`config.mk`:
```
export PLATFORM = sky130hd
export DESIGN_NAME = mem_responder
export DESIGN_NICKNAME = d
export VERILOG_FILES = /design/src/rtl/mem_pkg.sv /design/src/rtl/mem_rd_pipe.sv /design/src/rtl/mem_responder.sv
export SDC_FILE = /design/constraint.sdc
export NUM_CORES = 1
export LEC_CHECK = 0
export BUFFER_PORTS_ARGS = -buffer_cell sky130_fd_sc_hd__buf_2
export CAP_MARGIN = 15
export CORE_ASPECT_RATIO = 1.2
export CORE_MARGIN = 2
export CORE_UTILIZATION = 62
export CTS_BUF_LIST = sky130_fd_sc_hd__clkbuf_16
export DETAILED_ROUTE_END_ITERATION = 8
export HOLD_SLACK_MARGIN = 0.02
export PLACE_DENSITY = 0.85
export SLEW_MARGIN = 20
export SYNTH_ARGS = -nofsm -noshare
export SYNTH_HDL_FRONTEND = slang
export SYNTH_SLANG_ARGS = --single-unit
```
`constraint.sdc`:
```
create_clock -name clk -period 2.8 [get_ports clk]
set_input_delay 0.14 -clock clk [delete_from_list [all_inputs] [get_ports clk]]
set_output_delay 0.14 -clock clk [all_outputs]
set_load 0.05 [all_outputs]
```
`src/rtl/mem_pkg.sv`:
```
// Shared types and constants for the mem_intf responder, its transaction class and tests.
// Command decode: a read and a write in the same cycle is a collision, not a read-modify-write.
package mem_pkg;

    localparam int ADDR_W = 5;
    localparam int DATA_W = 8;
    localparam int DEPTH  = 32;
    localparam int CNT_W  = 16;

    typedef logic [ADDR_W-1:0] addr_t;
    typedef logic [DATA_W-1:0] data_t;

    typedef enum logic [1:0] {
        CMD_IDLE,
        CMD_RD,
        CMD_WR,
        CMD_COLL
    } cmd_e;

    function automatic cmd_e decode_cmd(input logic rd, input logic wr);
        cmd_e c;
        c = CMD_IDLE;
        if (rd && wr) begin
            c = CMD_COLL;
        end else if (rd) begin
            c = CMD_RD;
        end else if (wr) begin
            c = CMD_WR;
        end
        return c;
    endfunction

endpackage

```
`src/rtl/mem_rd_pipe.sv`:
```
// Read-data delay line: RD_LAT stages of {valid, data}, stage 0 loaded at the command edge.
// Latency RD_LAT clocks; no backpressure, one entry may enter every cycle.
module mem_rd_pipe #(
    parameter int RD_LAT = 1,
    parameter int DATA_W = 8
) (
    input  logic              clk,
    input  logic              rst_n,
    input  logic              in_vld,
    input  logic [DATA_W-1:0] in_dat,
    output logic              out_vld,
    output logic [DATA_W-1:0] out_dat
);

    logic [RD_LAT-1:0] vld_q;
    logic [DATA_W-1:0] dat_q [RD_LAT];

    // Only the valid bits need reset; stale data behind a cleared valid is never consumed.
    always_ff @(posedge clk or negedge rst_n) begin
        if (!rst_n) begin
            vld_q <= '0;
        end else begin
            vld_q[0] <= in_vld;
            for (int i = 1; i < RD_LAT; i++) begin
                vld_q[i] <= vld_q[i-1];
            end
        end
    end

    always_ff @(posedge clk) begin
        dat_q[0] <= in_dat;
        for (int i = 1; i < RD_LAT; i++) begin
            dat_q[i] <= dat_q[i-1];
        end
    end

    assign out_vld = vld_q[RD_LAT-1];
    assign out_dat = dat_q[RD_LAT-1];

endmodule

```
`src/rtl/mem_responder.sv`:
```
// Memory-side responder: DEPTH x DATA_W store, collision flag and saturating access counters.
// Read data returns RD_LAT clocks after the command edge with a one-cycle rd_valid; no backpressure.
module mem_responder
    import mem_pkg::*;
#(
    parameter int RD_LAT = 1
) (
    input  logic              clk,
    input  logic              rst_n,
    input  logic              read,
    input  logic              write,
    input  logic [ADDR_W-1:0] addr,
    input  logic [DATA_W-1:0] data_in,
    output logic [DATA_W-1:0] data_out,
    output logic              rd_valid,
    output logic              err,
    input  logic              err_clr,
    output logic [CNT_W-1:0]  wr_count,
    output logic [CNT_W-1:0]  rd_count
);

    if (RD_LAT < 1 || RD_LAT > 4) begin : g_bad_rd_lat
        $error("mem_responder: RD_LAT must be in 1..4");
    end
    if (DEPTH != (1 << ADDR_W)) begin : g_bad_depth
        $error("mem_responder: DEPTH must equal 2**ADDR_W");
    end

    cmd_e             cmd;
    data_t            mem_q [DEPTH];
    logic             err_q, err_d;
    logic [CNT_W-1:0] wr_cnt_q, wr_cnt_d;
    logic [CNT_W-1:0] rd_cnt_q, rd_cnt_d;
    data_t            dout_q;
    logic             rvld_q;
    logic             pipe_vld;
    data_t            pipe_dat;

    assign cmd = decode_cmd(read, write);

    // Clear is applied first so a command in the same cycle lands on the cleared values.
    always_comb begin
        err_d    = err_clr ? 1'b0 : err_q;
        wr_cnt_d = err_clr ? '0 : wr_cnt_q;
        rd_cnt_d = err_clr ? '0 : rd_cnt_q;
        case (cmd)
            CMD_WR: begin
                if (wr_cnt_d != '1) begin
                    wr_cnt_d = wr_cnt_d + 16'd1;
                end
            end
            CMD_RD: begin
                if (rd_cnt_d != '1) begin
                    rd_cnt_d = rd_cnt_d + 16'd1;
                end
            end
            CMD_COLL: err_d = 1'b1;
            default: ;
        endcase
    end

    always_ff @(posedge clk or negedge rst_n) begin
        if (!rst_n) begin
            for (int i = 0; i < DEPTH; i++) begin
                mem_q[i] <= '0;
            end
            err_q    <= 1'b0;
            wr_cnt_q <= '0;
            rd_cnt_q <= '0;
            dout_q   <= '0;
            rvld_q   <= 1'b0;
        end else begin
            if (cmd == CMD_WR) begin
                mem_q[addr] <= data_in;
            end
            err_q    <= err_d;
            wr_cnt_q <= wr_cnt_d;
            rd_cnt_q <= rd_cnt_d;
            rvld_q   <= pipe_vld;
            if (pipe_vld) begin
                dout_q <= pipe_dat;
            end
        end
    end

    mem_rd_pipe #(
        .RD_LAT (RD_LAT),
        .DATA_W (DATA_W)
    ) u_rd_pipe (
        .clk     (clk),
        .rst_n   (rst_n),
        .in_vld  (cmd == CMD_RD),
        .in_dat  (mem_q[addr]),
        .out_vld (pipe_vld),
        .out_dat (pipe_dat)
    );

    assign data_out = dout_q;
    assign rd_valid = rvld_q;
    assign err      = err_q;
    assign wr_count = wr_cnt_q;
    assign rd_count = rd_cnt_q;

endmodule

```
# After elaboration in Yosys (flattened, before gate mapping)
# Memory sizes are Yosys's and may differ from the RTL's. A register that Yosys moved wholly into a read port is not among the register bits.
# Cells that the tools add are included.
# W data, S select, Z words.
[op_classes]
add_sub_neg = 2
magnitude_cmp = 2
eq_ne = 5
muxes = 17
n_bitwise = 1
reduce_logical = 4
[op_table]
columns = ["op", "n"]
rows = [
  ["$bwmux W256", 1],
  ["$mux W16", 6],
  ["$bmux W8 S5", 1],
  ["$demux W8 S5", 1],
  ["$add A16 B1 Y16 const B", 2],
  ["$ne A16 B16 Y1 const B", 2],
  ["$mux W8", 3],
  ["$ge A6 B6 Y1 const B", 1],
  ["$lt A6 B1 Y1 const B", 1],
  ["$mux W2", 3],
  ["$not A5 Y6", 1],
  ["$eq A2 B2 Y1 const B", 2],
  ["$eq A2 B1 Y1 const B", 1],
  ["$logic_and A1 B1 Y1", 2],
  ["$mux W1", 2],
  ["$reduce_bool A2 Y1", 1],
  ["$logic_not A1 Y1", 1],
]
[totals]
regBits = 291
ramBits = 8
in_bits = 18
out_inout_bits = 42
elab_cells = 69
memories = 1
[mem_list]
columns = ["memory", "depth", "width", "rd", "rd_ports_with_merged_regs", "write_ports", "line_no", "rtl"]
rows = [
  ["u_rd_pipe.dat_q", 1, 8, 1, 1, 1, "mem_rd_pipe.sv:16", "logic [DATA_W-1:0] dat_q [RD_LAT];"],
]

# Longest topological paths before layout
# Gate-level depths: netlist of run 1.
[logic_depth]
depth_word = 6
mapped_depth = 9
depth_no_buf = 7

# Hierarchy
# From an unflattened synthesis of run 1, not the netlist that was laid out.
[unflattened]
cells_unflattened = 941
hier_area_um2 = 13820.8
[by_module_without_submodules]
columns = ["mod", "n_inst", "cells_each", "area_each_um2", "seq_area_each_um2"]
rows = [
  ["mem_responder", 1, 932, 13635.6, 7457.2],
  ["mem_rd_pipe", 1, 9, 185.2, 185.2],
]

# Worst setup path after synthesis of run 1
# Ideal clock, no wire load.
[synth_timing]
path_kind = "register to register"
from = "reg wr_cnt_q[0], in the netlist wr_count[0]"
to = "reg wr_cnt_q[15], in the netlist wr_count[15]"
setup_ns = 0.127
arrival_time_ns = 2.187
t_required_ns = 2.673
path_slack_ns = 0.485
stages_incl_launch_ff = 8
n_path_buf = 0
synth_period_minus_slack_ns = 2.315
cell_sequence = "dfrtp_1 -> nor2b_1 -> ha_1 -> nand2_1 -> nor4b_4 -> a21oi_2 -> nand4_1 -> mux2_1"
[synth_between]
elab_chain_len = 4
elab_cells_between_ends = 5
cone_classes = "add/sub (1); eq/ne (1); mux (3)"
[synth_lines]
columns = ["element", "line_no", "rtl"]
rows = [
  ["start, declared", "mem_responder.sv:32", "logic [CNT_W-1:0] wr_cnt_q, wr_cnt_d;"],
  ["start signal, assigned", "mem_responder.sv:77", "wr_cnt_q <= wr_cnt_d;"],
  ["$mux W16 *", "mem_responder.sv:44", "wr_cnt_d = err_clr ? '0 : wr_cnt_q;"],
  ["$add A16 B1 Y16 / $ne A16 B16 Y1 (equally long branches)", "mem_responder.sv:49, mem_responder.sv:48", ""],
  ["$mux W16 *", "mem_responder.sv:48", "if (wr_cnt_d != '1) begin"],
  ["$mux W16 *", "mem_responder.sv:46", "case (cmd)"],
  ["via wr_cnt_d[15]", "mem_responder.sv:32", ""],
]
# Mark *: on every way through the listed nets, which the timed path passes. The rest lies on a longest branch.
# A chain may end at the register's enable or synchronous reset.

# Worst setup path after layout of run 1
[layout_timing]
from = "reg rd_cnt_q[0], in the netlist rd_count[0]"
to = "reg rd_cnt_q[9], in the netlist rd_count[9]"
[layout_between]
elab_chain_len = 4
elab_cells_between_ends = 5
cone_classes = "add/sub (1); eq/ne (1); mux (3)"
[layout_lines]
columns = ["element", "line_no", "rtl"]
rows = [
  ["start, declared", "mem_responder.sv:33", "logic [CNT_W-1:0] rd_cnt_q, rd_cnt_d;"],
  ["start signal, assigned", "mem_responder.sv:78", "rd_cnt_q <= rd_cnt_d;"],
  ["$mux W16 *", "mem_responder.sv:45", "rd_cnt_d = err_clr ? '0 : rd_cnt_q;"],
  ["$add A16 B1 Y16 / $ne A16 B16 Y1 (equally long branches)", "mem_responder.sv:54, mem_responder.sv:53", ""],
  ["$mux W16 *", "mem_responder.sv:53", "if (rd_cnt_d != '1) begin"],
  ["$mux W16 *", "mem_responder.sv:46", ""],
  ["via rd_cnt_d[9]", "mem_responder.sv:33", ""],
]
# Marks and branches as above.

==> results of run 1 <==
per-layer routing:
metal	track usage (%)	wire length (um)	vias to the layer above
met1	35.78	12720	4483
met3	3.593	1476	55
met4	10.26	1235	0
met2	46.37	15730	263
met5	0	0	-
li1	-	-	3599
cell families (layout without fill, tap and decap cells):
logic type,Yosys count,in the layout,synth area share (%)
AND/OR/NAND/NOR,155,155,7.236
XOR/XNOR,23,23,1.433
buffers and inverters,70,147,2.287
AO/OA/AOI/OAI,50,50,2.697
flip-flops,307,307,54.36
multiplexers,333,333,31.81
adder cells (fa/ha/maj),2,2,0.1780
other,0,1,0
Yosys cell counts (all sizes together):
cell    count  share of area (%)
dfrtp     299                 53
mux2      267                 21
mux4       64                 10
nand2      42                1.4
buf        34                1.3
a22oi      32                1.7
clkbuf     28               0.75
nor2       25               0.77
xnor2      20                1.2
nand4      19               0.85
nor2b      15               0.67
a21oi       8               0.34
dfxtp       8                1.1
inv         8               0.21
and2        6               0.27
nand3       6               0.30
nor3        6               0.37
nand2b      5               0.28
and3        4               0.18
nor3b       4               0.21
or3         4               0.21
a211oi      3               0.16
a41o        3               0.21
and3b       3               0.19
and4        3               0.19
and4b       3               0.21
nor4        3               0.39
xor2        3               0.19
a41oi       2               0.18
and2b       2               0.11
ha          2               0.18
mux2i       2               0.14
nand4b      2               0.23
a311oi      1              0.062
nand3b      1               0.14
nor4b       1               0.17
o21ai       1              0.036
or4         1              0.053
sequential cells by signal (all words and copies together), names as in the netlist:
name               count
data_out               8
u_rd_pipe.dat_q        8
err                    1
wr_count              16
mem_q                256
u_rd_pipe.out_vld      1
rd_count              16
rd_valid               1
critical path, cell delays in order, from the launching register on:
cell	delay, ns
dfrtp_1	0.38
nor2b_1	0.24
ha_1	0.26
nand4_1	0.18
nor4_4	0.30
a21oi_2	0.24
and2_1	0.26
a41o_1	0.24
final cells by class:
cell class | instances | area, um2
Timing Repair Buffer | 85 | 588.1
Antenna cell | 1 | 2.502
Sequential cell | 307 | 7642
Multi-Input combinational cell | 563 | 6095
Tap cell | 279 | 349.1
Fill cell | 1433 | 6795
Clock buffer | 31 | 775.7
Inverter | 8 | 30.03
Clock inverter | 23 | 93.84
per-stage QoR:
step	instances	worst slack (ns)	hold slack (ns)	utilization [%]	total power, mW
CTS	1296	0.6033	0.03690	69.61	10.31
detailed placement	1239	0.5211	0.2249	65.59	6.705
finish	1297	0.5902	0.05238	69.63	10.24
global placement	1239	0.5175	0.2227	65.59	6.620
global route	1296	0.4144	0.06598	69.61	10.63
floorplan	940	0.4854	-0.1556	-	6.234
cells in the final DEF (no fill, tap or decap), types with 4 or more instances in the layout:
| cell type | count |
|---|---|
| dfrtp_1 | 299 |
| clkinv_1 | 10 |
| mux2_1 | 7 |
| xnor2_1 | 20 |
| and3_1 | 4 |
| buf_2 | 56 |
| mux2_2 | 259 |
| nor2b_1 | 15 |
| nor2_1 | 21 |
| nand3_1 | 5 |
| a22oi_1 | 32 |
| nor3_1 | 4 |
| nand2_1 | 24 |
| dfxtp_1 | 8 |
| nand2b_1 | 4 |
| clkbuf_16 | 31 |
| buf_12 | 6 |
| and2_1 | 6 |
| inv_1 | 18 |
| nor3b_1 | 4 |
| nand2_2 | 18 |
| buf_4 | 19 |
| nand4_1 | 19 |
| a21oi_1 | 6 |
| mux4_2 | 64 |
worst min-delay path by stage:
stage / from / end / slack, ns / cells past startpoint
after floorplan: rst_n / data_out[0]$_DFFE_PN0P_ / -0.16 / 0
after CTS: err_clr / wr_count[13]$_DFF_PN0_ / 0.04 / 2
after global routing: err_clr / rd_count[8]$_DFF_PN0_ / 0.07 / 2
after global placement: rst_n / mem_q[200]$_DFFE_PN0P_ / 0.22 / 1
after detailed placement: rst_n / mem_q[216]$_DFFE_PN0P_ / 0.22 / 1
final: err_clr / rd_count[14]$_DFF_PN0_ / 0.05 / 2
power by group:
| group | total, mW | internal, mW | switching, mW | leakage, nW |
|---|---|---|---|---|
| registers | 5.27 | 4.98 | 0.291 | 4.06 |
| logic | 1.37 | 0.709 | 0.661 | 2.89 |
| clock network | 3.60 | 1.98 | 1.62 | 0.463 |
==> results.cfg, run 1 <==
[global_route]
grt_util_all_layers_pct = 27.12
grt_pass1_vias = 8990
grt_pass1_wl_um = 50280
grt_max_degree = 94
grt_overflow = 0
antenna_found_initial = 1

[worst_setup_path]
worst-setup-path-type = reg -> reg
cp-startpoint = rd_count[0]$_DFF_PN0_
crit_end = rd_count[9]$_DFF_PN0_
crit_path_max_fanout = 12
worst_ep_required_time_ns = 3.23
cp_data_arrival_time_ns = 2.64
cp_endpoint_kind = flop
setup.worst_path.start_class = flop
regToRegStartpoint = rd_count[0]$_DFF_PN0_
timing.rr.end = rd_count[9]$_DFF_PN0_
ff2ff_setup_slack_ns = 0.59
worst_r2r_path_depth = 7

[hold_path]
worstHoldPathType = in -> reg

[place]
detailed_place_hpwl_um = 20110
placement.cell_area_um2 = 14670
gp_congestion = 0.8685
buffer_ports.inserted = 59

[floorplanning]
placeableCoreArea_um2 = 22370
die-area_um2 = 23900
dieHeight_um = 169.0
chipWidth_um = 141.5
io-pin-count = 60
initial_utilization_pct = 62.84
rows = 60

[clock_tree]
cts_made_buffers = 30
post_cts_hold_buffer_count = 3
ctsRootBufferMaster = clkbuf_16
cts_max_path_buffers = 3
worstSkewPairLatency_ns = 0.54
ctsResizeCount = 0
cts_post_setup_buffers_inserted = 0
cts_num_sinks = 307
clock_tree_from_tritoncts = built
deepest_level_of_the_cts_h_tree = 1
worst_setup_hold_path_clk_slew_ns = 0.06

[power]
p_per_area_nw_per_um2 = 657.3
vdd.ir_drop.worst_v = 0.0006255
total_leakage_power_nw = 7.409

[outcome]
run_status = finished, final reports clean

[synth]
synth.ff_latch_count = 307
syn_area_cell_um2 = 14.96
ys_seq_area_share_pct = 54.36
yosysWarnings = 0
syn_nets = 960
post_synth_instance_area_um2 = 14060
ys_types = 53
netlist_instances = 940

[finish]
layout_cell_share_with_drive_strength_beyond_1_pct = 46.80
synthToLayoutAreaGrowth_pct = 10.80
layout.cell_area.non_filler_um2 = 15580
final_nets = 1015

[timing]
worst_slew_pin_slew_ns = 0.7249
report.final.setup_viol = 0
finalHoldViolCount = 0
layout_worst_path_cycle_share_pct = 78.92
drv_slew = 0
layout_min_cycle_time_ns = 2.210
unrepaired_setup_endpoints_after_global_routing = no
timing.setup.tns_ns = 0
relative_slew_slack_pct = 51.67
achievable-frequency_ghz = 0.4525
clock_skew_ns = 0.009745

[routing]
initialDrtViolationCount = 643
drt_wirelength_um = 31160
ant_nets = 0
drtPass1Iterations = 5
wl_per_cell_um = 24.02
via_count = 8400
detail_route.drc_violations = 0
vias_per_cell = 6.476

[job]
drv.max_cap_violation_count = 0
No activity file was read; power rests on OpenSTA's default activity.
==> inputs of run 2 (changes only) <==
Settings changed: ABC_AREA set to 1.
Clock period 2.8 ns to 2.26 ns, I/O delays scaled along.
==> results.cfg, run 2 <==
[routing]
drt_wirelength_um = 36200
initialDrtViolationCount = 1101
drtPass1Iterations = 5
ant_nets = 0
via_count = 12170
vias_per_cell = 6.029
detail_route.drc_violations = 0
wl_per_cell_um = 17.93

[clock_tree]
cts_max_path_buffers = 3
cts_made_buffers = 28
worstSkewPairLatency_ns = 0.54
cts_num_sinks = 307
worst_setup_hold_path_clk_slew_ns = 0.07
clock_tree_from_tritoncts = built
deepest_level_of_the_cts_h_tree = 1
ctsRootBufferMaster = clkbuf_16
cts_post_setup_buffers_inserted = 0

[power]
p_per_area_nw_per_um2 = 834.0
power_mw = 12.93
total_leakage_power_nw = 7.606
vdd.ir_drop.worst_v = 0.0005911

[worst_setup_path]
worst_ep_required_time_ns = 2.67
worst-setup-path-type = in -> reg
cp_data_arrival_time_ns = 2.47
crit_path_max_fanout = 16
ff2ff_setup_slack_ns = 0.22
cp_endpoint_kind = flop
setup.worst_path.start_class = input port

[global_route]
grt_pass1_wl_um = 59300
antenna_found_initial = 0
grt_overflow = 0
grt_pass1_vias = 11750
grt_max_degree = 65
grt_util_all_layers_pct = 31.03

[finish]
synthToLayoutAreaGrowth_pct = 11.43
final_nets = 1738
layout_common_cells = nand2_1 (659), dfrtp_1 (299), o21ai_0 (281)
largest_register = mem_q
leading_cell_type_in_the_layout_fill_and_taps_excluded = nand2_1
largest_register_ffs = 256
final_util_pct = 69.77
antenna_fix_cells = 0
layout_cell_share_with_drive_strength_beyond_1_pct = 8.851
layout_fillers = 1655

[synth]
yosys.cell_count.top_type = nand2_1
post-synth-top-area-cell = dfrtp_1
yosysTopAreaCellShare_pct = 53.77
synth.top_cells.by_count = nand2_1 (659), dfrtp_1 (299), o21ai_0 (281)
ys_top_cells_by_area = dfrtp_1 (54%), nand2_1 (18%), o21ai_0 (10%)
post_synth_instance_area_um2 = 13910
ys.flop_type = dfrtp_1
ys_types = 26
syn_nets = 1714
syn_area_cell_um2 = 8.214
yosysWarnings = 0
synthArstFlopShare_pct = 97.39
ys_seq_area_share_pct = 54.92
synth.ff_latch_count = 307
netlist_instances = 1694
number_of_flops_mapped_to_enable_cells_by_yosys = 0

[timing]
achievable-frequency_ghz = 0.4847
report.final.setup_viol = 0
layout_worst_path_cycle_share_pct = 91.29
drv_slew = 0
finalHoldViolCount = 0
layout_min_cycle_time_ns = 2.063
relative_slew_slack_pct = 57.96
timing.setup.tns_ns = 0
unrepaired_setup_endpoints_after_global_routing = no
worst_slew_pin_slew_ns = 0.6300
clock_skew_ns = 0.007162
setup_slack_ns = 0.1969

[floorplanning]
placeableCoreArea_um2 = 22220
initial_utilization_pct = 62.62
io-pin-count = 60
dieHeight_um = 168.1
chipWidth_um = 140.8
rows = 60
die-area_um2 = 23660

[hold_path]
worstHoldPathType = in -> async

[place]
detailed_place_hpwl_um = 22130
pre_cts_ws_ns = 0.2111
gp_congestion = 0.9046
buffer_ports.inserted = 59

[outcome]
run_status = finished, final reports clean

[job]
drv.max_cap_violation_count = 0
run 2: cell count changes in the layout (fill, tap and decap cells not counted), sizes merged, moves of 39 or more:
cell,change
a22oi,+48
inv,+57
mux2,-259
mux4,-64
nand2,+617
nand3,+39
nor2,+53
o21ai,+280
run 2: path summary, 6_finish.rpt:
check | to | from | cells past startpoint
min reg2reg | data_out[2]$_DFFE_PN0P_ | u_rd_pipe.dat_q[0][2]$_DFF_P_ | 1
max in group asynchronous | mem_q[135]$_DFFE_PN0P_ | rst_n | 3
min in group clk | wr_count[11]$_DFF_PN0_ | read | 5
max reg2reg | rd_count[10]$_DFF_PN0_ | rd_count[0]$_DFF_PN0_ | 11
min | wr_count[0]$_DFF_PN0_ | rst_n | 2
max | mem_q[91]$_DFFE_PN0P_ | write | 9
run 2: area by class of cell:
class	instances	area (um2)	share of cell area, %
multi-input combinational	1216	5592	36.06
tap	279	349.1	2.251
clock inverter	23	225.2	1.453
clock buffer	29	725.7	4.680
timing repair buffer	95	708.2	4.567
sequential	307	7642	49.29
inverter	70	262.8	1.695
run 2: cell families (layout without fill, tap and decap cells):
group | count (synthesis) | after routing | synth area share, %
and+or+nand+nor | 833 | 833 | 24.03
muxes | 8 | 8 | 0.6474
DFF | 307 | 307 | 54.92
buffers and inverters | 171 | 217 | 5.072
AOI/OAI and AO/OA | 363 | 363 | 14.52
xor gates and xnor gates | 10 | 10 | 0.6294
adders and majority gates | 2 | 2 | 0.1798
run 2: repair_timing:
item | 4_1_cts | 5_1_grt
hold endpoints to repair | 276 | 0
gates resized for setup | 0 | 3
hold buffers | 3 | 0
setup endpoints to repair | 0 | 13
run 2: where the power goes:
group / total [mW] / internal, mW / switching, mW
sequential: 6.53 / 6.15 / 0.380
clock: 4.92 / 2.88 / 2.04
combinational: 1.48 / 0.505 / 0.972
run 2: routing by layer:
metal	global-route usage (%)	part of all wire (%)
met1	41.49	39
met2	50.77	48
met3	4.636	9.0
met4	14.00	4.0
met5	0	0
run 2: metrics by stage:
step	hold slack [ns]	area, um2	instances
2_1_floorplan	-0.1826	13910	1694
3_3_place_gp	0.1077	14520	1964
3_5_place_dp	0.1061	14520	1964
4_1_cts	0.07347	15500	2019
5_1_grt	0.1193	15500	2019
6_report	0.09654	15500	2019
run 2: critical path, stage by stage:
cell,delay [ns]
dlygate4sd3_1,0.53
buf_2,0.11
inv_1,0.05
nor2_2,0.12
inv_2,0.17
nor3_4,0.53
nand2_1,0.50
nand2_1,0.21
o21ai_0,0.11
